==> config.mk <==
export PLATFORM = sky130hd
export DESIGN_NAME = serial_string_recognizer
export DESIGN_NICKNAME = d
export VERILOG_FILES = /design/src/rtl/serial_string_recognizer.sv
export SDC_FILE = /design/constraint.sdc
export NUM_CORES = 1
export LEC_CHECK = 0
export CORE_UTILIZATION = 40
export DETAILED_ROUTE_END_ITERATION = 10
export GPL_ROUTABILITY_DRIVEN = 0
export PLACE_DENSITY = 0.67
export SYNTH_ARGS = -nofsm -noshare
export SYNTH_HDL_FRONTEND = slang
export SYNTH_SLANG_ARGS = --single-unit
export TNS_END_PERCENT = 50
==> constraint.sdc <==
create_clock -name clk -period 1.8 [get_ports clk]
set_input_delay 0.27 -clock clk [delete_from_list [all_inputs] [get_ports clk]]
set_output_delay 0.27 -clock clk [all_outputs]
set_load 0.005 [all_outputs]
==> src/rtl/serial_string_recognizer.sv <==
// Serial receiver: rebuilds MSB-first framed words from a bit stream and flags every
// (overlapping) occurrence of a programmable pattern, keeping a saturating match count.
module serial_string_recognizer #(
  parameter int unsigned      WIDTH   = 4,
  parameter int unsigned      CNT_W   = 8,
  parameter logic [WIDTH-1:0] RST_PAT = WIDTH'(4'b0110)
) (
  input  logic             clk,
  input  logic             rst,
  input  logic             din,
  input  logic             din_valid,
  input  logic [WIDTH-1:0] pat,
  input  logic             pat_load,
  input  logic             cnt_clr,
  output logic [WIDTH-1:0] word,
  output logic             word_valid,
  output logic             match,
  output logic [CNT_W-1:0] match_cnt,
  output logic             armed
);

  localparam int unsigned FillW  = $clog2(WIDTH + 1);
  localparam int unsigned FrameW = $clog2(WIDTH);

  localparam logic [FillW-1:0]  FillFull  = FillW'(WIDTH);
  localparam logic [FrameW-1:0] FrameLast = FrameW'(WIDTH - 1);
  localparam logic [CNT_W-1:0]  CntMax    = '1;

  if (WIDTH < 2) begin : g_width_check
    $error("serial_string_recognizer: WIDTH must be at least 2");
  end

  typedef enum logic [0:0] {StFill, StArmed} state_e;

  state_e             state_q, state_d;
  logic [WIDTH-1:0]   window_q, window_d;
  logic [WIDTH-1:0]   pattern_q, pattern_d;
  logic [FillW-1:0]   fill_q, fill_d;
  logic [FrameW-1:0]  frame_q, frame_d;
  logic [WIDTH-1:0]   word_q, word_d;
  logic               word_valid_q, word_valid_d;
  logic               match_q, match_d;
  logic [CNT_W-1:0]   cnt_q, cnt_d;

  always_comb begin
    state_d      = state_q;
    window_d     = window_q;
    pattern_d    = pattern_q;
    fill_d       = fill_q;
    frame_d      = frame_q;
    word_d       = word_q;
    word_valid_d = 1'b0;
    match_d      = 1'b0;

    if (pat_load) begin
      // Reload restarts detection; a bit offered in the same cycle is dropped.
      pattern_d = pat;
      window_d  = '0;
      fill_d    = '0;
      frame_d   = '0;
      state_d   = StFill;
    end else if (din_valid) begin
      window_d = {window_q[WIDTH-2:0], din};

      if (fill_q != FillFull) begin
        fill_d = fill_q + FillW'(1);
      end

      if (fill_d == FillFull) begin
        state_d = StArmed;
        match_d = (window_d == pattern_q);
      end

      if (frame_q == FrameLast) begin
        frame_d      = '0;
        word_d       = window_d;
        word_valid_d = 1'b1;
      end else begin
        frame_d = frame_q + FrameW'(1);
      end
    end
  end

  // Clear beats a coincident match; the pulse itself is still emitted.
  always_comb begin
    cnt_d = cnt_q;
    if (cnt_clr) begin
      cnt_d = '0;
    end else if (match_d && (cnt_q != CntMax)) begin
      cnt_d = cnt_q + CNT_W'(1);
    end
  end

  always_ff @(posedge clk) begin
    if (rst) begin
      state_q      <= StFill;
      window_q     <= '0;
      pattern_q    <= RST_PAT;
      fill_q       <= '0;
      frame_q      <= '0;
      word_q       <= '0;
      word_valid_q <= 1'b0;
      match_q      <= 1'b0;
      cnt_q        <= '0;
    end else begin
      state_q      <= state_d;
      window_q     <= window_d;
      pattern_q    <= pattern_d;
      fill_q       <= fill_d;
      frame_q      <= frame_d;
      word_q       <= word_d;
      word_valid_q <= word_valid_d;
      match_q      <= match_d;
      cnt_q        <= cnt_d;
    end
  end

  assign word       = word_q;
  assign word_valid = word_valid_q;
  assign match      = match_q;
  assign match_cnt  = cnt_q;
  assign armed      = (state_q == StArmed);

endmodule

==> results.json <==
{
  "fin_crit_ns": 1.890,
  "p_sw_mw": 0.2454,
  "whs_ns": 0.4997,
  "status": "complete, but fails checks",
  "grt_use_total": 0.1803,
  "drt-pass1-iter-count": 4,
  "seqCellArea_sq_um": 549.3,
  "setup-violations-final": 7,
  "cp_cell_sequence": "inv_4, ha_4, nand4bb_1, o211ai_1, nand2_1, buf_4, buf_4, or3_4, a21oi_2",
  "synthArstFlopShare": 0,
  "routedWlPerCell_um": 12.43,
  "finalHoldViolations": 0,
  "skew_ns": 0.006198,
  "ys_seq_area_frac": 0.4252,
  "synth_top_area_cell": "dfxtp_1",
  "synth_fp_nets": 156,
  "worstSetupStartpointType": "flip-flop",
  "cts_tree": "yes",
  "maxSlewViolCount": 0,
  "diodes": 0,
  "tightest_slew_ns": 0.3436,
  "netlist_instances": 142,
  "rsz0062_at_grt": "yes",
  "endpoint_kind": "flip-flop",
  "clk_pin_slew_ns": 0.15,
  "vias": 1128,
  "ioPinCount": 25,
  "maxCapViolCount": 0,
  "row_count": 20,
  "synth_seq_cells": 27,
  "max_freq_ghz": 0.5291,
  "grt_pass1_vias": 1046,
  "antenna_found_initial": 0,
  "synthTopCellsByArea": "dfxtp_1 (43%), mux2i_1 (8.7%), nor2_1 (5.9%)",
  "core-area_sq_um": 3028,
  "nFillCells": 259,
  "die_w_um": 58.38,
  "fin_util": 0.5835,
  "cp_max_fo": 5,
  "power_mw": 0.9986,
  "drc": 0,
  "dominantRegCellSynth": "dfxtp_1",
  "cts_max_level": 1,
  "synth.distinct_cells": 35,
  "swShare": 0.2457,
  "grt_pass1_wl_mm": 4.616,
  "synth_edf_count": 0,
  "hpwl_mm": 2.103,
  "synth_area_sq_um": 1271,
  "worst_slack_ns": -0.09012,
  "drive_gt1_frac": 0.2514,
  "p_clk_frac": 0.275,
  "slowest_delay_ns": 0.40,
  "grt_max_degree": 17,
  "die_area_sq_um": 3408,
  "drtIter0Drc": 35,
  "synth.cells.most_frequent": "dfxtp_1 (27), nor2_1 (20), mux2i_1 (11)",
  "start_util": 0.4198,
  "cts_sinks": 27,
  "combPwrFrac": 0.108,
  "violations": "setup timing",
  "port_buffers": 24,
  "clk_latency_ns": 0.34,
  "ir_drop_v": 0.0003891,
  "synth_top_area_frac": 0.4252,
  "worstSetupPathType": "reg2reg",
  "hold_class": "reg2reg",
  "p_int_mw": 0.7532,
  "pwr-share-seq": 0.617,
  "worstPathArrival_ns": 2.17,
  "fin_crit_sh": 1.050,
  "ant_nets": 0,
  "tns_ns": -0.4282,
  "ys_warn_count": 0,
  "layout.nets": 198,
  "die-height_um": 58.38,
  "cp_common_cell": "buf_4",
  "clk_path_buf_depth": 2,
  "avgViaCountPerCell": 4.969,
  "p_per_area_nw_per_um2": 565.2,
  "required_ns": 2.08,
  "grt-ovfl-total": 0,
  "numCtsBuffers": 3,
  "slowest_stage": "dfxtp_4",
  "p_leak_nw": 0.6457,
  "synthMostInstantiatedCell": "dfxtp_1",
  "area.growth.synth_to_final_pct": 38.98,
  "multi_input_area_sq_um": 705.7,
  "synth.avg_cell_area_sq_um": 8.952,
  "max_slew_margin": 0.7709,
  "drt-total-wl_mm": 2.821,
  "root_buffer": "clkbuf_4"
}
==> worst paths after layout <==
path | cells past startpoint | slack [ns] | startpoint | to
max | 9 | -0.09 | fill_q[0] | match_cnt[0]
min | 2 | 0.50 | armed | armed
max reg2reg | 9 | -0.09 | fill_q[0] | match_cnt[0]
min reg2reg | 2 | 0.50 | armed | armed
==> critical path: cells and delay by family, from the launching register on <==
family	cells	cell delay [ns]
flops	1	0.40
simple gates	3	0.64
buf+inv	3	0.36
fa+ha+maj	1	0.16
compound gates	2	0.27
==> layout by cell type (no fill, tap or decap), types with 2 or more instances in the layout <==
master | netlist | layout
a211o_1 | 2 | 2
a21oi_1 | 9 | 8
buf_4 | 0 | 19
clkbuf_4 | 0 | 3
clkdlybuf4s50_1 | 0 | 24
dfxtp_1 | 27 | 22
dfxtp_2 | 0 | 4
ha_1 | 4 | 2
inv_1 | 7 | 5
inv_2 | 1 | 2
mux2i_1 | 11 | 11
nand2_1 | 9 | 8
nand3_1 | 3 | 3
nand4_1 | 3 | 3
nor2_1 | 20 | 20
nor2b_1 | 3 | 3
nor3_1 | 5 | 4
o21a_1 | 2 | 2
o31ai_1 | 3 | 3
or2_2 | 2 | 2
or3_1 | 4 | 3
or4_1 | 3 | 3
xnor2_1 | 2 | 2
==> per-stage QoR <==
stage          worst slack, ns  cells  area (sq um)
4_1_cts                -0.1096    226          1755
3_3_place_gp           -0.3386    220          1672
2_1_floorplan         0.002307    142          1276
6_report              -0.09012    227          1767
5_1_grt                -0.2033    227          1767
3_5_place_dp           -0.4133    220          1672
==> power by group through the flow <==
stage | logic [mW] | registers, mW | clock network (mW)
2_1_floorplan | 0.0565 | 0.627 | 0
6_report | 0.108 | 0.616 | 0.275
5_1_grt | 0.116 | 0.618 | 0.313
3_3_place_gp | 0.0949 | 0.629 | 0
3_5_place_dp | 0.0984 | 0.629 | 0
4_1_cts | 0.107 | 0.616 | 0.289
==> flip-flops by register name (all words and copies together) (netlist names) <==
signal	cells
match_cnt	8
pattern_q	4
word	4
fill_q	3
window_q	3
frame_q	2
armed	1
match	1
word_valid	1
==> cells by family (layout without fill, tap and decap cells) <==
logic type	count (synthesis)	count (layout)	synth area share
compound gates	22	22	0.1339
buf+inv	15	56	0.04429
mux	11	11	0.08662
fa+ha+maj	4	4	0.03937
flops	27	27	0.4252
xor+xnor	2	2	0.01378
simple gates	61	61	0.2569
==> per-layer routing <==
layer  part of all wire  vias to the layer above  GRT usage
met4              0.019                        0    0.08163
met1               0.46                      528     0.2181
li1                   -                      578          -
met2               0.50                       17     0.3202
met3              0.023                        5    0.02198
met5                  0                        -          0
==> repair_timing <==
item / in CTS / in global routing
resized for setup: 11 / 4
hold endpoints to repair: 0 / 0
pin swaps: 11 / 5
setup buffers: 2 / 1
hold buffers: 0 / 0
setup endpoints to repair: 8 / 8
==> area by class of cell <==
cell class | count | share of cell area
well taps | 44 | 0.03116
clock inverters | 1 | 0.004249
multi-input cells | 100 | 0.3994
inverters | 8 | 0.01841
repair buffers | 44 | 0.2231
flip-flops and latches | 27 | 0.3109
clock buffers | 3 | 0.01275
Note: power is estimated with default switching activity, not from simulation.
